File: src/rtl/pixie_fb_arbiter.sv
// Arbitrates the single-port Pixie framebuffer RAM between display reads,
// CPU/DMA req/ack accesses and a fill-the-whole-RAM clear sequencer.
module pixie_fb_arbiter #(
  parameter int unsigned ADDR_W = 10,
  parameter int unsigned DATA_W = 8
) (
  input  logic              clk,
  input  logic              reset,
  input  logic              disp_rd_en,
  input  logic [ADDR_W-1:0] disp_addr,
  output logic [DATA_W-1:0] disp_data,
  input  logic              cpu_req,
  input  logic              cpu_we,
  input  logic [ADDR_W-1:0] cpu_addr,
  input  logic [DATA_W-1:0] cpu_wdata,
  output logic              cpu_ack,
  output logic [DATA_W-1:0] cpu_rdata,
  input  logic              clr_start,
  input  logic [DATA_W-1:0] clr_value,
  output logic              clr_busy,
  output logic [ADDR_W-1:0] ram_addr,
  output logic              ram_we,
  output logic [DATA_W-1:0] ram_wdata,
  input  logic [DATA_W-1:0] ram_q
);

  typedef enum logic [1:0] {
    C_IDLE   = 2'd0,
    C_ISSUED = 2'd1,
    C_ACK    = 2'd2
  } cpu_state_e;

  cpu_state_e        state_q, state_d;
  logic              cpu_rd_q, cpu_rd_d;
  logic              cpu_ack_q, cpu_ack_d;
  logic [DATA_W-1:0] cpu_rdata_q, cpu_rdata_d;
  logic              disp_pend_q, disp_pend_d;
  logic [DATA_W-1:0] disp_hold_q, disp_hold_d;
  logic              clr_busy_q, clr_busy_d;
  logic [ADDR_W-1:0] clr_cnt_q, clr_cnt_d;
  logic [DATA_W-1:0] fill_q, fill_d;
  logic              clr_own;
  logic              cpu_grant;

  always_ff @(posedge clk) begin
    if (reset) begin
      state_q     <= C_IDLE;
      cpu_rd_q    <= 1'b0;
      cpu_ack_q   <= 1'b0;
      cpu_rdata_q <= '0;
      disp_pend_q <= 1'b0;
      disp_hold_q <= '0;
      clr_busy_q  <= 1'b0;
      clr_cnt_q   <= '0;
      fill_q      <= '0;
    end else begin
      state_q     <= state_d;
      cpu_rd_q    <= cpu_rd_d;
      cpu_ack_q   <= cpu_ack_d;
      cpu_rdata_q <= cpu_rdata_d;
      disp_pend_q <= disp_pend_d;
      disp_hold_q <= disp_hold_d;
      clr_busy_q  <= clr_busy_d;
      clr_cnt_q   <= clr_cnt_d;
      fill_q      <= fill_d;
    end
  end

  always_comb begin
    state_d     = state_q;
    cpu_rd_d    = cpu_rd_q;
    cpu_ack_d   = 1'b0;
    cpu_rdata_d = cpu_rdata_q;
    disp_pend_d = disp_rd_en;
    disp_hold_d = disp_hold_q;
    clr_busy_d  = clr_busy_q;
    clr_cnt_d   = clr_cnt_q;
    fill_d      = fill_q;
    ram_addr    = disp_addr;
    ram_we      = 1'b0;
    ram_wdata   = '0;

    // Display always wins; a starting clear blocks a fresh CPU grant.
    clr_own   = clr_busy_q && !disp_rd_en;
    cpu_grant = (state_q == C_IDLE) && cpu_req && !clr_busy_q && !clr_start && !disp_rd_en;

    if (clr_own) begin
      ram_addr  = clr_cnt_q;
      ram_we    = 1'b1;
      ram_wdata = fill_q;
    end else if (cpu_grant) begin
      ram_addr  = cpu_addr;
      ram_we    = cpu_we;
      ram_wdata = cpu_wdata;
    end
    if (reset) begin
      ram_we = 1'b0;
    end

    if (disp_pend_q) begin
      disp_hold_d = ram_q;
    end
    disp_data = disp_pend_q ? ram_q : disp_hold_q;

    case (state_q)
      C_IDLE: begin
        if (cpu_grant) begin
          state_d  = C_ISSUED;
          cpu_rd_d = !cpu_we;
        end
      end
      C_ISSUED: begin
        if (cpu_rd_q) begin
          cpu_rdata_d = ram_q;
        end
        cpu_ack_d = 1'b1;
        state_d   = C_ACK;
      end
      C_ACK:   state_d = C_IDLE;
      default: state_d = C_IDLE;
    endcase

    if (clr_own) begin
      clr_cnt_d = clr_cnt_q + ADDR_W'(1);
      if (clr_cnt_q == '1) begin
        clr_busy_d = 1'b0;
      end
    end else if (!clr_busy_q && clr_start) begin
      clr_busy_d = 1'b1;
      clr_cnt_d  = '0;
      fill_d     = clr_value;
    end
  end

  assign cpu_ack   = cpu_ack_q;
  assign cpu_rdata = cpu_rdata_q;
  assign clr_busy  = clr_busy_q;

endmodule

File: config.mk
export PLATFORM = sky130hd
export DESIGN_NAME = pixie_fb_arbiter
export DESIGN_NICKNAME = d
export VERILOG_FILES = /design/src/rtl/pixie_fb_arbiter.sv
export SDC_FILE = /design/constraint.sdc
export NUM_CORES = 1
export LEC_CHECK = 0
export ABC_AREA = 1
export BUFFER_PORTS_ARGS = -buffer_cell sky130_fd_sc_hd__buf_4
export CAP_MARGIN = 10
export CORE_MARGIN = 3
export CORE_UTILIZATION = 40
export DETAILED_ROUTE_END_ITERATION = 6
export HOLD_SLACK_MARGIN = 0.05
export PLACE_DENSITY = 0.72
export SLEW_MARGIN = 40
export SYNTH_ARGS = -nofsm -noshare
export SYNTH_HDL_FRONTEND = slang
export SYNTH_SLANG_ARGS = --single-unit
File: constraint.sdc
create_clock -name clk -period 1.2 [get_ports clk]
set_input_delay 0.24 -clock clk [delete_from_list [all_inputs] [get_ports clk]]
set_output_delay 0.24 -clock clk [all_outputs]
set_load 0.05 [all_outputs]
== Yosys cells after proc, flatten, opt, wreduce, memory -nomap -nowiden ==
Index checks and enable logic that the tools add are counted.
Operators by class
  $add $sub $neg: 1
  mux-type cells: 16
  bitwise gates (word level): 1
  eq/ne operators: 4
  reductions and logical operators: 16
Operators with widths (count)
  $mux W10: 4
  $mux W8: 3
  $add A10 B1 Y10 const B: 1
  $eq A10 B10 Y1 const B: 1
  $reduce_and A2 Y1: 4
  $mux W1: 7
  $logic_and A1 B1 Y1: 6
  $logic_not A1 Y1: 4
  $pmux W2 S2: 1
  $eq A2 B1 Y1 const B: 1
  $logic_not A2 Y1: 1
  $mux W2: 1
  $ne A2 B1 Y1 const B: 1
  $ne A2 B2 Y1 const B: 1
  $reduce_bool A2 Y1: 1
  $not A1 Y1: 1
Storage, ports and cells
  register bits: 40
  logic and storage cells: 47

== Depth between registers and ports, before layout ==
Gate-level depths: netlist of run 1.
  word-level depth: 8
  mapped depth: 8

== Worst setup path before layout of run 1 ==
No wires, ideal clock.
  path type: flip-flop to output port
  from: reg clr_busy_q, in the netlist clr_busy
  to: out ram_addr[3]
  stages on the path, launching flop included: 6
  arrival: 2.296 ns
  required time: 0.960 ns
  buffers on the path: 1
  setup slack: -1.336 ns
  cell sequence: dfxtp_1 > nor2_4 > nand3_2 > buf_6 > nor2_1 > o21ai_0
Between the ends
  word-level cells in the longest chain between the ends: 6
  elaborated cells on any way between the ends: 7
RTL lines
  start, declared: RTL line 39  | logic clr_busy_q, clr_busy_d;
  start signal, assigned: RTL line 63  | clr_busy_q <= clr_busy_d;
  $logic_not A1 Y1: RTL line 85  | cpu_grant = (state_q == C_IDLE) && cpu_req && !clr_busy_q && !clr_start && !disp_rd_en;
  $logic_and A1 B1 Y1 (3 in a row): RTL line 85
  $mux W10: RTL line 91  | end else if (cpu_grant) begin
  $mux W10 *: RTL line 87  | if (clr_own) begin
  end, declared: RTL line 21  | output logic [ADDR_W-1:0] ram_addr,
Every way passes the cells marked *; elsewhere a longest branch is shown, timed or not.

== Final worst setup path of run 1 ==
  from: reg state_q[1]
  to: out ram_addr[3]
Between the ends
  word-level cells in the longest chain between the ends: 7
RTL lines
  start, declared: RTL line 33  | cpu_state_e state_q, state_d;
  start signal, assigned: RTL line 57  | state_q <= state_d;
  $logic_not A2 Y1: RTL line 85
  $logic_and A1 B1 Y1 (4 in a row): RTL line 85
  $mux W10: RTL line 91
  $mux W10: RTL line 87
No other way between the ends.

==> results by group, run 1 <==
Synth
  – Synth Flop Type: dfxtp_1
  – #FFs+latches synth: 40
  – Mapped Cells: 315
  – Avg Cell Area, Syn: 6.36 sq um
  – Synth warnings: 0
  – Netlist cell types: 24
  – Post-synth EDFFs: 0
  – Mapped Area: 2000 sq um
  – Ys async rst share: 0
  – Syn nets: 366
  – Register area share after synthesis: 0.400

Power
  – Internal: 2540 uW
  – Reg power frac: 0.372
  – Worst VDD drop: 0.655 mV
  – Net Sw Frac: 0.327
  – P_leak: 0.00187 uW
  – Overall Power: 3770 uW
  – Switch Pwr: 1230 uW
  – Clk pwr share: 0.304
  – Combinational share of power: 0.324
  – P per Cell Area: 938 nW/um^2

Worst setup path
  – Critical Path Start Type: flip-flop
  – Worst Path Arrival: 1.54 ns
  – Worst path max stage delay: 0.35 ns
  – Cell chain of the critical path: nor2_4 -> nand3_4 -> nand2_1 -> nand2_2 -> o21ai_4 -> buf_6
  – Worst Path Max Fanout: 8
  – Worst Setup End Kind: primary output
  – FF-to-FF setup slack: -0.21 ns
  – CP max stage cell: dfxtp_2
  – Worst reg2reg endpoint: fill_q[3]
  – Worst reg2reg path depth: 8
  – Crit Path Category: reg2out
  – WP data required: 0.96 ns
  – Reg2reg start: clr_busy

Floorplanning
  – Starting Density: 0.418
  – Row Count: 25
  – Core area: 4790 sq um
  – Io pins: 87
  – DIE WIDTH: 76.7 um
  – Die Area: 5890 sq um
  – Die height: 76.7 um

Timing
  – Final hold violations: 0
  – Normalized max-slew margin: 0.813
  – Tmin final: 1.78 ns
  – Final period utilization: 1.48
  – Worst Tran Pin Value: 0.281 ns
  – Max frequency: 562 MHz
  – RSZ-0062 raised after global routing: yes
  – Hold Slack: 0.158 ns
  – Final setup violation count: 48
  – Max Slew Vio Count: 0
  – Final WS setup: -0.579 ns
  – Clock Skew: 0.00343 ns

Route
  – Vias: 2563
  – 1st-pass router iterations: 4
  – Routed wire length: 7.67 mm
  – Antenna-violating nets left: 0
  – Wirelength per Cell: 14.9 um
  – Vias per cell: 4.99
  – Initial DRC count: 102
  – Remaining DRCs: 0

Final layout
  – Share of cells above drive strength 1: 0.575
  – Area delta synth->final: 101%
  – Layout net count: 497
  – Final non-filler cell total: 514
  – Antenna cells: 0
  – Final Cell Area: 4020 sq um

Place
  – Post-DP HPWL: 4.52 mm
  – Setup WS pre-CTS: -0.459 ns
  – Port bufs: 86
  – Routability cong.: 0.810
  – Area after DPL: 3200 sq um
  – Cells after DPL: 488

Clocking
  – Clock-pin slew on the worst setup and hold paths: 0.08 ns
  – Clock Tree Buf Depth: 2
  – CTS Root Cell: clkbuf_8
  – Worst-skew pair later-pin latency: 0.30 ns
  – CTS Buf Count: 5
  – Htree depth: 2
  – CTS tree: yes
  – # clock sinks: 40

Run status
  – Status: finished, violations left
  – Failing checks: negative setup slack

Worst hold path
  – Hold endpoint: fill_q[6]
  – Min-delay src: clr_value[6]
  – WHS Path Cells: 3
  – Hold Path Class: in2reg

Flow run
  – Max-cap viol count: 0

Global route
  – Initial antenna violation count: 0
  – Vias in the first global route: 2512
  – First-pass GRT wire length: 11.3 mm
  – Pin count of the biggest net entering global routing: 17
  – Gr ovfl total: 0
  – Total global routing track utilization: 0.235
## worst max-delay path by stage
stage | start | end | slack [ns] | cells after the start
final | state_q[1] | ram_addr[3] | -0.58 | 6
after global routing | state_q[1] | ram_addr[7] | -0.65 | 7
after CTS | state_q[1] | ram_addr[1] | -0.55 | 7
after detailed placement | disp_rd_en | ram_wdata[0] | -0.46 | 6
after global placement | disp_rd_en | ram_wdata[0] | -0.44 | 6
after floorplan | clr_busy | ram_we | -0.30 | 6
## timing repair
| action | CTS | global route |
|---|---|---|
| pin swaps | 25 | 11 |
| hold buffers | 0 | 0 |
| setup endpoints to repair | 35 | 52 |
| gates cloned | 1 | 1 |
| resized for setup | 97 | 66 |
| setup buffers | 11 | 6 |
## metrics by stage
| step | util | TNS (ns) |
|---|---|---|
| after floorplan | - | -4.30 |
| after global placement | 0.668 | -7.43 |
| after detailed placement | 0.668 | -7.95 |
| after CTS | 0.786 | -11.30 |
| after global routing | 0.839 | -17.20 |
| final | 0.839 | -14.82 |
## logic make-up after synthesis
group	synth area share
simple gates	0.334
buf+inv	0.117
compound gates	0.139
flops	0.400
xor+xnor	0.00438
fa+ha+maj	0.00625
## registers in the layout, summed over array words and instances, names as in the netlist
name,cells
clr_cnt_q,10
cpu_rdata,8
disp_hold_q,8
fill_q,8
state_q,2
clr_busy,1
cpu_ack,1
cpu_rd_q,1
disp_pend_q,1
## cells in the mapped netlist (2+ instances only)
cell      count  area, sq um
clkbuf_1      4         15.0
inv_2         2         7.51
nor2_2        5         31.3
o21ai_0      29          145
nand4_1       6         37.5
buf_2         4         20.0
a21oi_1      24          120
inv_1        42          158
buf_4         2         15.0
nand3_1      13         65.1
nand2_1      92          345
buf_1         2         7.51
nor2_1       40          150
dfxtp_1      40          801
## power groups by stage
stage                     Combinational, uW  Clock, uW  Sequential [uW]
after floorplan                         562          0             1440
after global placement                  923          0             1420
after detailed placement                933          0             1420
after CTS                              1110       1150             1400
after global routing                   1290       1220             1410
final                                  1220       1140             1400
## per-layer routing
| metal | vias up | global-route usage | wire length (um) |
|---|---|---|---|
| met3 | 29 | 0.0423 | 388 |
| met1 | 1196 | 0.266 | 2840 |
| met2 | 92 | 0.437 | 4210 |
| met4 | 0 | 0.0797 | 225 |
| met5 | - | 0 | 0 |
| li1 | 1246 | - | - |
## final cells by class
type	count	area [sq um]
multi-input combinational	219	1550
timing repair buffer	135	1260
sequential	40	812
fill	278	768
inverter	44	180
tap	67	83.8
clock buffer	5	68.8
clock inverter	3	46.3
timing repair inverter	1	8.76
## placed cells by master (no fill, tap or decap), drive strengths merged
cell type	netlist	layout
nand2	93	93
or2	1	1
buf	9	135
a21boi	1	1
a21oi	24	24
o21ai	30	30
xor2	1	1
nor3	1	1
nand4	6	6
nand3	14	15
bufinv	0	1
inv	44	45
clkbuf	4	5
clkinvlp	0	1
nor2	46	46
dfxtp	40	40
clkinv	0	1
ha	1	1
## worst max-delay path, delay by kind of cell, from the launching register on
family,cells,cell delay [ns]
simple gates,4,0.56
buf+inv,1,0.17
flops,1,0.35
compound gates,1,0.16
No activity file was read; power rests on OpenSTA's default activity.
==> run 2, diff against run 1 <==
--- a/config.mk
+++ b/config.mk
@@ -12,7 +12,7 @@
 export CORE_UTILIZATION = 40
 export DETAILED_ROUTE_END_ITERATION = 6
 export HOLD_SLACK_MARGIN = 0.05
-export PLACE_DENSITY = 0.72
+export PLACE_DENSITY = 0.69
 export SLEW_MARGIN = 40
 export SYNTH_ARGS = -nofsm -noshare
 export SYNTH_HDL_FRONTEND = slang
==> constraint.sdc (replaced) <==
create_clock -name clk -period 1.8 [get_ports clk]
set_input_delay 0.36 -clock clk [delete_from_list [all_inputs] [get_ports clk]]
set_output_delay 0.36 -clock clk [all_outputs]
set_load 0.05 [all_outputs]
==> results by group, run 2 (synthesis results as in run 1) <==
Final layout
  – Share of cells above drive strength 1: 0.346
  – Antenna cells: 0
  – Most common cell after layout, fill and taps aside: nand2_1
  – Final Cell Area: 3110 sq um
  – Final non-filler cell total: 477
  – Max reg flops: 10
  – Commonest non-fill, non-tap cells in the layout: 88 x nand2_1, 78 x buf_4, 42 x inv_1
  – Layout net count: 460
  – Area delta synth->final: 55.1%
  – Biggest register: clr_cnt_q

Timing
  – Clock Skew: 0.00218 ns
  – Hold Slack: 0.282 ns
  – Sum of negative setup slack: -0.459 ns
  – Tmin final: 1.88 ns
  – RSZ-0062 raised after global routing: yes
  – Final hold violations: 0
  – Worst Tran Pin Value: 0.518 ns
  – Final WS setup: -0.0789 ns
  – Max Slew Vio Count: 0
  – Max frequency: 532 MHz
  – Final period utilization: 1.04
  – Final setup violation count: 16
  – Normalized max-slew margin: 0.654

Place
  – Area after DPL: 2820 sq um
  – Port bufs: 86
  – Post-DP HPWL: 4.04 mm
  – Cells after DPL: 464
  – Routability cong.: 0.818

Clocking
  – Htree depth: 2
  – Clock-pin slew on the worst setup and hold paths: 0.07 ns
  – Worst-skew pair later-pin latency: 0.29 ns
  – # clock sinks: 40
  – CTS Buf Count: 5
  – Clock Tree Buf Depth: 2
  – CTS tree: yes
  – CTS Root Cell: clkbuf_8

Route
  – Initial DRC count: 61
  – Remaining DRCs: 0
  – Vias per cell: 4.77
  – Vias: 2276
  – 1st-pass router iterations: 4
  – Routed wire length: 5.65 mm
  – Antenna-violating nets left: 0
  – Wirelength per Cell: 11.9 um

Floorplanning
  – Die Area: 5890 sq um
  – Row Count: 25
  – Core area: 4790 sq um
  – DIE WIDTH: 76.7 um
  – Die height: 76.7 um
  – Io pins: 87
  – Starting Density: 0.418

Power
  – Overall Power: 2140 uW
  – Worst VDD drop: 0.504 mV
  – P_leak: 0.00154 uW
  – P per Cell Area: 689 nW/um^2

Worst setup path
  – Worst Path Max Fanout: 9
  – Worst reg2reg endpoint: clr_cnt_q[0]
  – Reg2reg start: clr_busy
  – Worst Setup End Kind: primary output
  – Crit Path Category: reg2out
  – Worst Path Arrival: 1.52 ns
  – WP data required: 1.44 ns
  – Worst reg2reg path depth: 7
  – FF-to-FF setup slack: 0.37 ns
  – Critical Path Start Type: flip-flop

Flow run
  – Max-cap viol count: 0

Global route
  – Total global routing track utilization: 0.201
  – First-pass GRT wire length: 9.61 mm
  – Gr ovfl total: 0
  – Vias in the first global route: 2171
  – Initial antenna violation count: 0
  – Pin count of the biggest net entering global routing: 21

Worst hold path
  – Min-delay src: clr_value[4]
  – WHS Path Cells: 3
  – Hold endpoint: fill_q[4]
  – Hold Path Class: in2reg

Run status
  – Status: finished, violations left
  – Failing checks: negative setup slack
run 2: cell type report:
cell class	instances	area [sq um]
sequential	40	807
fill	433	1680
clock inverter	1	7.51
timing repair buffer	100	870
tap	67	83.8
clock buffer	7	86.3
inverter	44	168
multi-input combinational	218	1080
run 2: worst max path at each step:
| stage | from | to | slack, ns |
|---|---|---|---|
| floorplan | clr_busy | ram_wdata[2] | -0.03 |
| global placement | disp_rd_en | ram_we | 0.10 |
| detailed placement | disp_rd_en | ram_we | 0.07 |
| CTS | clr_busy | ram_we | -0.07 |
| global route | state_q[1] | ram_addr[5] | -0.15 |
| finish | state_q[1] | ram_addr[8] | -0.08 |
run 2: power breakdown:
part | switching [uW] | internal (uW)
clock | 309 | 311
combinational | 353 | 235
sequential | 15.9 | 915
run 2: timing repair:
action                                  4_1_cts  5_1_grt
cloned                                        1        0
hold buffers                                  0        0
resized for setup                            36        3
endpoints found under the setup margin       19       19
buffers inserted                              4        1
pin swaps                                     6        4
run 2: critical path: stages, from the launching register on:
cell and delay (ns):
dfxtp_2 0.34, nor2_4 0.15, nand3_4 0.13, buf_12 0.17, nand2_1 0.06, nand2_1 0.06, o21ai_2 0.14, buf_6 0.17
run 2: per-stage QoR:
step / worst slack, ns / utilization
finish: -0.0789 / 0.649
global route: -0.153 / 0.649
detailed placement: 0.0692 / 0.588
CTS: -0.0653 / 0.647
global placement: 0.101 / 0.588
floorplan: -0.0344 / -
run 2: per-layer routing:
| metal | vias up | part of all wire | track usage |
|---|---|---|---|
| li1 | 1171 | - | - |
| met1 | 1032 | 0.39 | 0.230 |
| met2 | 59 | 0.53 | 0.355 |
| met3 | 14 | 0.056 | 0.0552 |
| met4 | 0 | 0.026 | 0.0707 |
| met5 | - | 0 | 0 |
